[src/rtl/auction_bid_collector_if.sv]
// Bundle of the submission, sealing and sealed-vector signals of the
// auction bid collector. The master side is the bidder/downstream
// environment; the slave side is the collector itself.
interface auction_bid_collector_if #(
    parameter int N = 3,
    parameter int W = 3
);
    logic                  in_valid;
    logic                  in_ready;
    logic [N-1:0]          in_id;
    logic [W-1:0]          in_bid;
    logic                  close;
    logic                  out_valid;
    logic                  out_ready;
    logic [(2**N)*W-1:0]   bid;
    logic [2**N-1:0]       bid_mask;
    logic [N:0]            bid_count;
    logic                  dup_err;

    modport master (
        output in_valid, in_id, in_bid, close, out_ready,
        input  in_ready, out_valid, bid, bid_mask, bid_count, dup_err
    );

    modport slave (
        input  in_valid, in_id, in_bid, close, out_ready,
        output in_ready, out_valid, bid, bid_mask, bid_count, dup_err
    );
endinterface

[src/rtl/auction_bid_collector.sv]
// Auction bid collector: gathers one bid per bidder slot, flags repeat
// submissions, and seals the packed bid vector when every slot is filled
// or when the auction is closed early. The sealed vector is held until
// the downstream auction stage consumes it, then all slots are cleared.
module auction_bid_collector #(
    parameter int N = 3,
    parameter int W = 3
) (
    input  logic                    clk,
    input  logic                    rst,
    auction_bid_collector_if.slave  bus
);
    localparam int SLOTS = 2**N;

    typedef enum logic {
        COLLECT = 1'b0,
        HOLD    = 1'b1
    } state_t;

    state_t               state_q;
    logic [SLOTS*W-1:0]   bid_q;
    logic [SLOTS-1:0]     mask_q;
    logic [N:0]           count_q;
    logic                 dup_q;

    logic                 accept;
    logic                 slot_taken;
    logic                 fills_last;
    logic [SLOTS*W-1:0]   bid_d;
    logic [SLOTS-1:0]     mask_d;
    logic [N:0]           count_d;

    // Work out whether this edge accepts a submission and what the slot
    // storage looks like afterwards.
    always_comb begin
        // NOTE: every signal gets a default before the conditional updates,
        // so no path leaves it unassigned and no latch is inferred.
        bid_d      = bid_q;
        mask_d     = mask_q;
        count_d    = count_q;
        accept     = bus.in_valid && (state_q == COLLECT);
        slot_taken = mask_q[bus.in_id];
        fills_last = 1'b0;
        if (accept && !slot_taken) begin
            bid_d[int'(bus.in_id)*W +: W] = bus.in_bid;
            mask_d[bus.in_id]             = 1'b1;
            count_d                       = count_q + (N+1)'(1);
            fills_last                    = (count_q == (N+1)'(SLOTS-1));
        end
    end

    // Collection / hold state machine with all slot state registered.
    always_ff @(posedge clk) begin
        // NOTE: sequential state uses non-blocking assignments so every
        // register samples the pre-edge values of its neighbours.
        if (rst) begin
            // NOTE: the slot storage is cleared on reset because an
            // unfilled slot must read as zero in the sealed vector.
            state_q <= COLLECT;
            bid_q   <= '0;
            mask_q  <= '0;
            count_q <= '0;
            dup_q   <= 1'b0;
        end else begin
            case (state_q)
                COLLECT: begin
                    // A submission on the closing edge is stored before sealing.
                    bid_q   <= bid_d;
                    mask_q  <= mask_d;
                    count_q <= count_d;
                    dup_q   <= accept && slot_taken;
                    if (bus.close || fills_last) begin
                        state_q <= HOLD;
                    end
                end
                HOLD: begin
                    dup_q <= 1'b0;
                    if (bus.out_ready) begin
                        state_q <= COLLECT;
                        bid_q   <= '0;
                        mask_q  <= '0;
                        count_q <= '0;
                    end
                end
                default: begin
                    state_q <= COLLECT;
                end
            endcase
        end
    end

    assign bus.in_ready  = (state_q == COLLECT);
    assign bus.out_valid = (state_q == HOLD);
    assign bus.bid       = bid_q;
    assign bus.bid_mask  = mask_q;
    assign bus.bid_count = count_q;
    assign bus.dup_err   = dup_q;

endmodule

[src/flat_wrapper.sv]
// flat-port wrapper written by rule: the top's interface ports become plain ports
module auction_bid_collector_flat 
#(
    parameter int N = 3,
    parameter int W = 3
)
  (clk, rst, bus_in_valid, bus_in_id, bus_in_bid, bus_close, bus_out_ready, bus_in_ready, bus_out_valid, bus_bid, bus_bid_mask, bus_bid_count, bus_dup_err);
  auction_bid_collector_if #(.N(N), .W(W)) bus_i ();
  input  logic clk;
  input  logic rst;
  input wire logic [$bits(bus_i.in_valid)-1:0] bus_in_valid;
  input wire logic [$bits(bus_i.in_id)-1:0] bus_in_id;
  input wire logic [$bits(bus_i.in_bid)-1:0] bus_in_bid;
  input wire logic [$bits(bus_i.close)-1:0] bus_close;
  input wire logic [$bits(bus_i.out_ready)-1:0] bus_out_ready;
  output wire logic [$bits(bus_i.in_ready)-1:0] bus_in_ready;
  output wire logic [$bits(bus_i.out_valid)-1:0] bus_out_valid;
  output wire logic [$bits(bus_i.bid)-1:0] bus_bid;
  output wire logic [$bits(bus_i.bid_mask)-1:0] bus_bid_mask;
  output wire logic [$bits(bus_i.bid_count)-1:0] bus_bid_count;
  output wire logic [$bits(bus_i.dup_err)-1:0] bus_dup_err;
  assign bus_i.in_valid = bus_in_valid;
  assign bus_i.in_id = bus_in_id;
  assign bus_i.in_bid = bus_in_bid;
  assign bus_i.close = bus_close;
  assign bus_i.out_ready = bus_out_ready;
  assign bus_in_ready = bus_i.in_ready;
  assign bus_out_valid = bus_i.out_valid;
  assign bus_bid = bus_i.bid;
  assign bus_bid_mask = bus_i.bid_mask;
  assign bus_bid_count = bus_i.bid_count;
  assign bus_dup_err = bus_i.dup_err;
  auction_bid_collector #(.N(N), .W(W)) u_core (.clk(clk), .rst(rst), .bus(bus_i));
endmodule
[config.mk]
export PLATFORM = sky130hd
export DESIGN_NAME = auction_bid_collector_flat
export DESIGN_NICKNAME = d
export VERILOG_FILES = /design/src/rtl/auction_bid_collector_if.sv /design/src/rtl/auction_bid_collector.sv /design/src/flat_wrapper.sv
export SDC_FILE = /design/constraint.sdc
export NUM_CORES = 1
export LEC_CHECK = 0
export BUFFER_PORTS_ARGS = -buffer_cell sky130_fd_sc_hd__buf_2
export CORE_UTILIZATION = 51
export DETAILED_ROUTE_END_ITERATION = 8
export PLACE_DENSITY = 0.91
export SLEW_MARGIN = 5
export SYNTH_ARGS = -nofsm -noshare
export SYNTH_HDL_FRONTEND = slang
export SYNTH_SLANG_ARGS = --single-unit
export TNS_END_PERCENT = 30
[constraint.sdc]
create_clock -name clk -period 2.44 [get_ports clk]
set_input_delay 0.488 -clock clk [delete_from_list [all_inputs] [get_ports clk]]
set_output_delay 0.488 -clock clk [all_outputs]
set_load 0.01 [all_outputs]
==> reports/results.tsv <==
stage	metric	value	unit
status	status	finished, final reports clean	
synth	Top FF cell, synth	dfxtp_1	
synth	portion of netlist area occupied by mux cells	0.0853	
synth	FF+latch count, synth	38	
flow_run	maxcap violations	0	
cts	Post-CTS Setup Inserts	0	
global_route	met3 Track Usage GR	0.0584	
critical_path	CP endpoint kind	register	
sta	setup TNS	0	ns
drt	Initial DRC Count	76	
min_path	worst hold endpoint	u_core.bus.out_valid$_SDFF_PP0_	
cts	CTS Buf Count	5	
cells_and_area	Sequential Area	761	um^2
cts	cts hold-fix bufs	0	
synth	register area share after synthesis	0.443	
sta	Max transition margin	0.560	
global_route	met1 Track Usage GR	0.287	
cells_and_area	Final Core Density	0.651	
global_route	grt total ovfl	0	
cts	root buffer cell	clkbuf_4	
drt	Avg Vias per Cell	5.57	
critical_path	startpoint types	primary input	
synth	Post-Syn Area per Cell	9.92	um^2
synth	Async S/R FF share, synth	0	
floorplan	die footprint	0.00360	mm^2
critical_path	R2R cell count	6	
floorplan	Die H	60.0	um
sta	RSZ-0062 raised after global routing	false	
drt	DRC violation count after routing	0	
cts	post-CTS sizing	0	
synth	EDFF count, synth	0	
critical_path	Setup CP Type	in -> reg	
cells_and_area	multi-input logic area	870	um^2
critical_path	worst path required time	2.72	ns
global_route	Total GRT Usage	0.225	
critical_path	Arrival @ worst endpoint	2.20	ns
global_route	M2 GR Usage	0.351	
synth	post-synthesis adder-cell area fraction	0.0292	
floorplan	initial core utilization	0.549	
power	Leakage	0.000874	uW
global_route	largest net degree at the start of global routing	16	
synth	top cells by area, synth	dfxtp_1 (44%), mux2i_1 (7.0%), a22o_1 (6.1%)	
synth	fraction of synthesized cell area in xor and xnor cells	0.0102	
place	Post-DP HPWL	2750	um
drt	final wirelength	3610	um
sta	Slew @ Worst Pin	0.661	ns
synth	Mapped Nets	188	
power	PwrDens	529	mW/mm^2
min_path	min-delay src	bus_close	
cts	Clock transition at path regs	0.10	ns
synth	synth warn	0	
cells_and_area	layout cells sized above 1	0.304	
place	Routability Congestion	0.927	
sta	FMAX	523	MHz
sta	skew final	0.00543	ns
synth	Mapped Cells	173	
synth	Compound-Gate Fraction of Synth Area	0.178	
min_path	WHS Path Cells	3	
synth	leading area contributor after synthesis	dfxtp_1	
cells_and_area	fillers	252	
sta	Hold Vio Cnt, Final	0	
place	# port buffers	49	
drt	vias	1492	
floorplan	Die Wd	60.0	um
cts	clock buffer depth	2	
cts	worst skew pair latency	0.33	ns
global_route	first-pass GRT wire length	5870	um
critical_path	Max FO, Critical Path	10	
synth	share of the synthesized area in the top cell type	0.443	
power	VDD IR-drop max	0.246	mV
global_route	Top Usage Layer GRT	met2	
synth	Post-Syn Area	0.00172	mm^2
sta	Tcrit/Tclk final	0.784	
min_path	worst min path class	in -> reg	
synth	simple-gate share of the synthesized area	0.204	
cts	H-tree levels	2	
critical_path	Critical R2R Launch	u_core.bus.bid_mask[4]$_SDFFE_PP0P_	
sta	max-slew violation count	0	
floorplan	Core ar.	0.00313	mm^2
sta	# setup viols final	0	
critical_path	CP max stage cell	mux2_4	
synth	main combinational cell family by area after synthesis	simple AND/OR/NAND/NOR gates	
critical_path	RR Endpoint	u_core.bus.bid[16]$_SDFFE_PP0P_	
drt	Avg WL per Cell	13.5	um
floorplan	# rows	20	
sta	Final min period	1.91	ns
cts	CTS tree	yes	
cts	Clock Sinks	38	
global_route	vias in the first global route	1325	
cells_and_area	n_diodes	0	
critical_path	R2R Setup Slk	0.59	ns
floorplan	Ports	50	
critical_path	CP Cell Sequence	buf_2, mux2_4, a32oi_4, nand4_2, buf_4, nor3_1, a22o_1	
cells_and_area	nets	239	
synth	Yosys cell types	38	
drt	post-route ant nets	0	
global_route	initial antenna violation count	0	
drt	first-pass iteration count of the detailed router	5	
cells_and_area	Area growth syn-to-layout	18.6	%
critical_path	highest cell delay on the worst timing path	0.34	ns
## cells in the mapped netlist, drive strengths merged (3+ instances only)
cell	number
mux2i	12
nor4	3
a21oi	9
nor3	5
inv	8
a31oi	9
nand2	15
dfxtp	38
buf	5
a41oi	3
clkbuf	4
nand4	3
nand3	7
o32ai	3
nor2	11
nand2b	5
a22o	12
ha	4
## kinds of logic (layout without fill, tap and decap cells)
kind of cell / Yosys count / count (layout)
simple gates: 58 / 58
compound gates: 40 / 40
flops: 38 / 38
buf+inv: 17 / 68
mux: 14 / 14
fa+ha+maj: 4 / 4
xor+xnor: 2 / 2
## worst max-delay path, delay by kind of cell
family | cells | cell delay [ns]
AOI/OAI and AO/OA | 2 | 0.50
and+or+nand+nor | 2 | 0.47
buffers and inverters | 2 | 0.40
muxes | 1 | 0.34
## how the worst max path moves through the flow
stage                            start  cells past startpoint  slack [ns]                               to
after floorplan           bus_in_id[1]                      6        0.45  u_core.bus.bid[12]$_SDFFE_PP0P_
after global placement    bus_in_id[1]                      6        0.25  u_core.bus.bid[22]$_SDFFE_PP0P_
after detailed placement  bus_in_id[1]                      7        0.20  u_core.bus.bid[16]$_SDFFE_PP0P_
after CTS                 bus_in_id[1]                      7        0.56  u_core.bus.bid[16]$_SDFFE_PP0P_
after global routing      bus_in_id[1]                      7        0.46   u_core.bus.bid[1]$_SDFFE_PP0P_
final                     bus_in_id[1]                      7        0.53  u_core.bus.bid[16]$_SDFFE_PP0P_
## stage by stage
step | power [uW] | cell area, um^2 | setup WS, ns | cells | hold slack (ns)
2_1_floorplan | 757 | 1720 | 0.450 | 173 | 0.479
3_3_place_gp | 799 | 1990 | 0.246 | 261 | 0.448
3_5_place_dp | 801 | 1990 | 0.199 | 261 | 0.446
4_1_cts | 1080 | 2040 | 0.556 | 268 | 0.396
5_1_grt | 1130 | 2040 | 0.455 | 268 | 0.410
6_report | 1080 | 2040 | 0.527 | 268 | 0.398
## layer usage
metal  part of all wire  vias up
met4              0.015        0
met3              0.062        6
met2               0.45       62
li1                   -      738
met1               0.47      686
met5                  0        -
## registers in the layout, indices dropped and copies added (netlist names)
| signal | count |
|---|---|
| u_core.bus.out_valid | 1 |
| u_core.bus.bid | 24 |
| u_core.bus.dup_err | 1 |
| u_core.bus.bid_count | 4 |
| u_core.bus.bid_mask | 8 |
## power breakdown
group	leakage, uW	switching, uW	total, uW	internal [uW]
sequential	0.000307	9.25	640	630
combinational	0.000541	96.7	149	52.6
clock	0.0000254	179	288	109
## cell usage in the layout, fill, tap and decap left out, drive strengths merged, types with 7 or more instances in the layout
cell and count:
buf 53, dfxtp 38, nand2 15, mux2i 12, a22o 12, nor2 11, a21oi 9, a31oi 9
inv 8, nand3 7, clkbuf 7
## layout make-up
cell class	count	share of cell area
flip-flops and latches	38	0.374
inverters	8	0.0148
repair buffers	53	0.135
well taps	44	0.0270
clock buffers	7	0.0221
multi-input cells	118	0.427
Note: power is estimated with default switching activity, not from simulation.
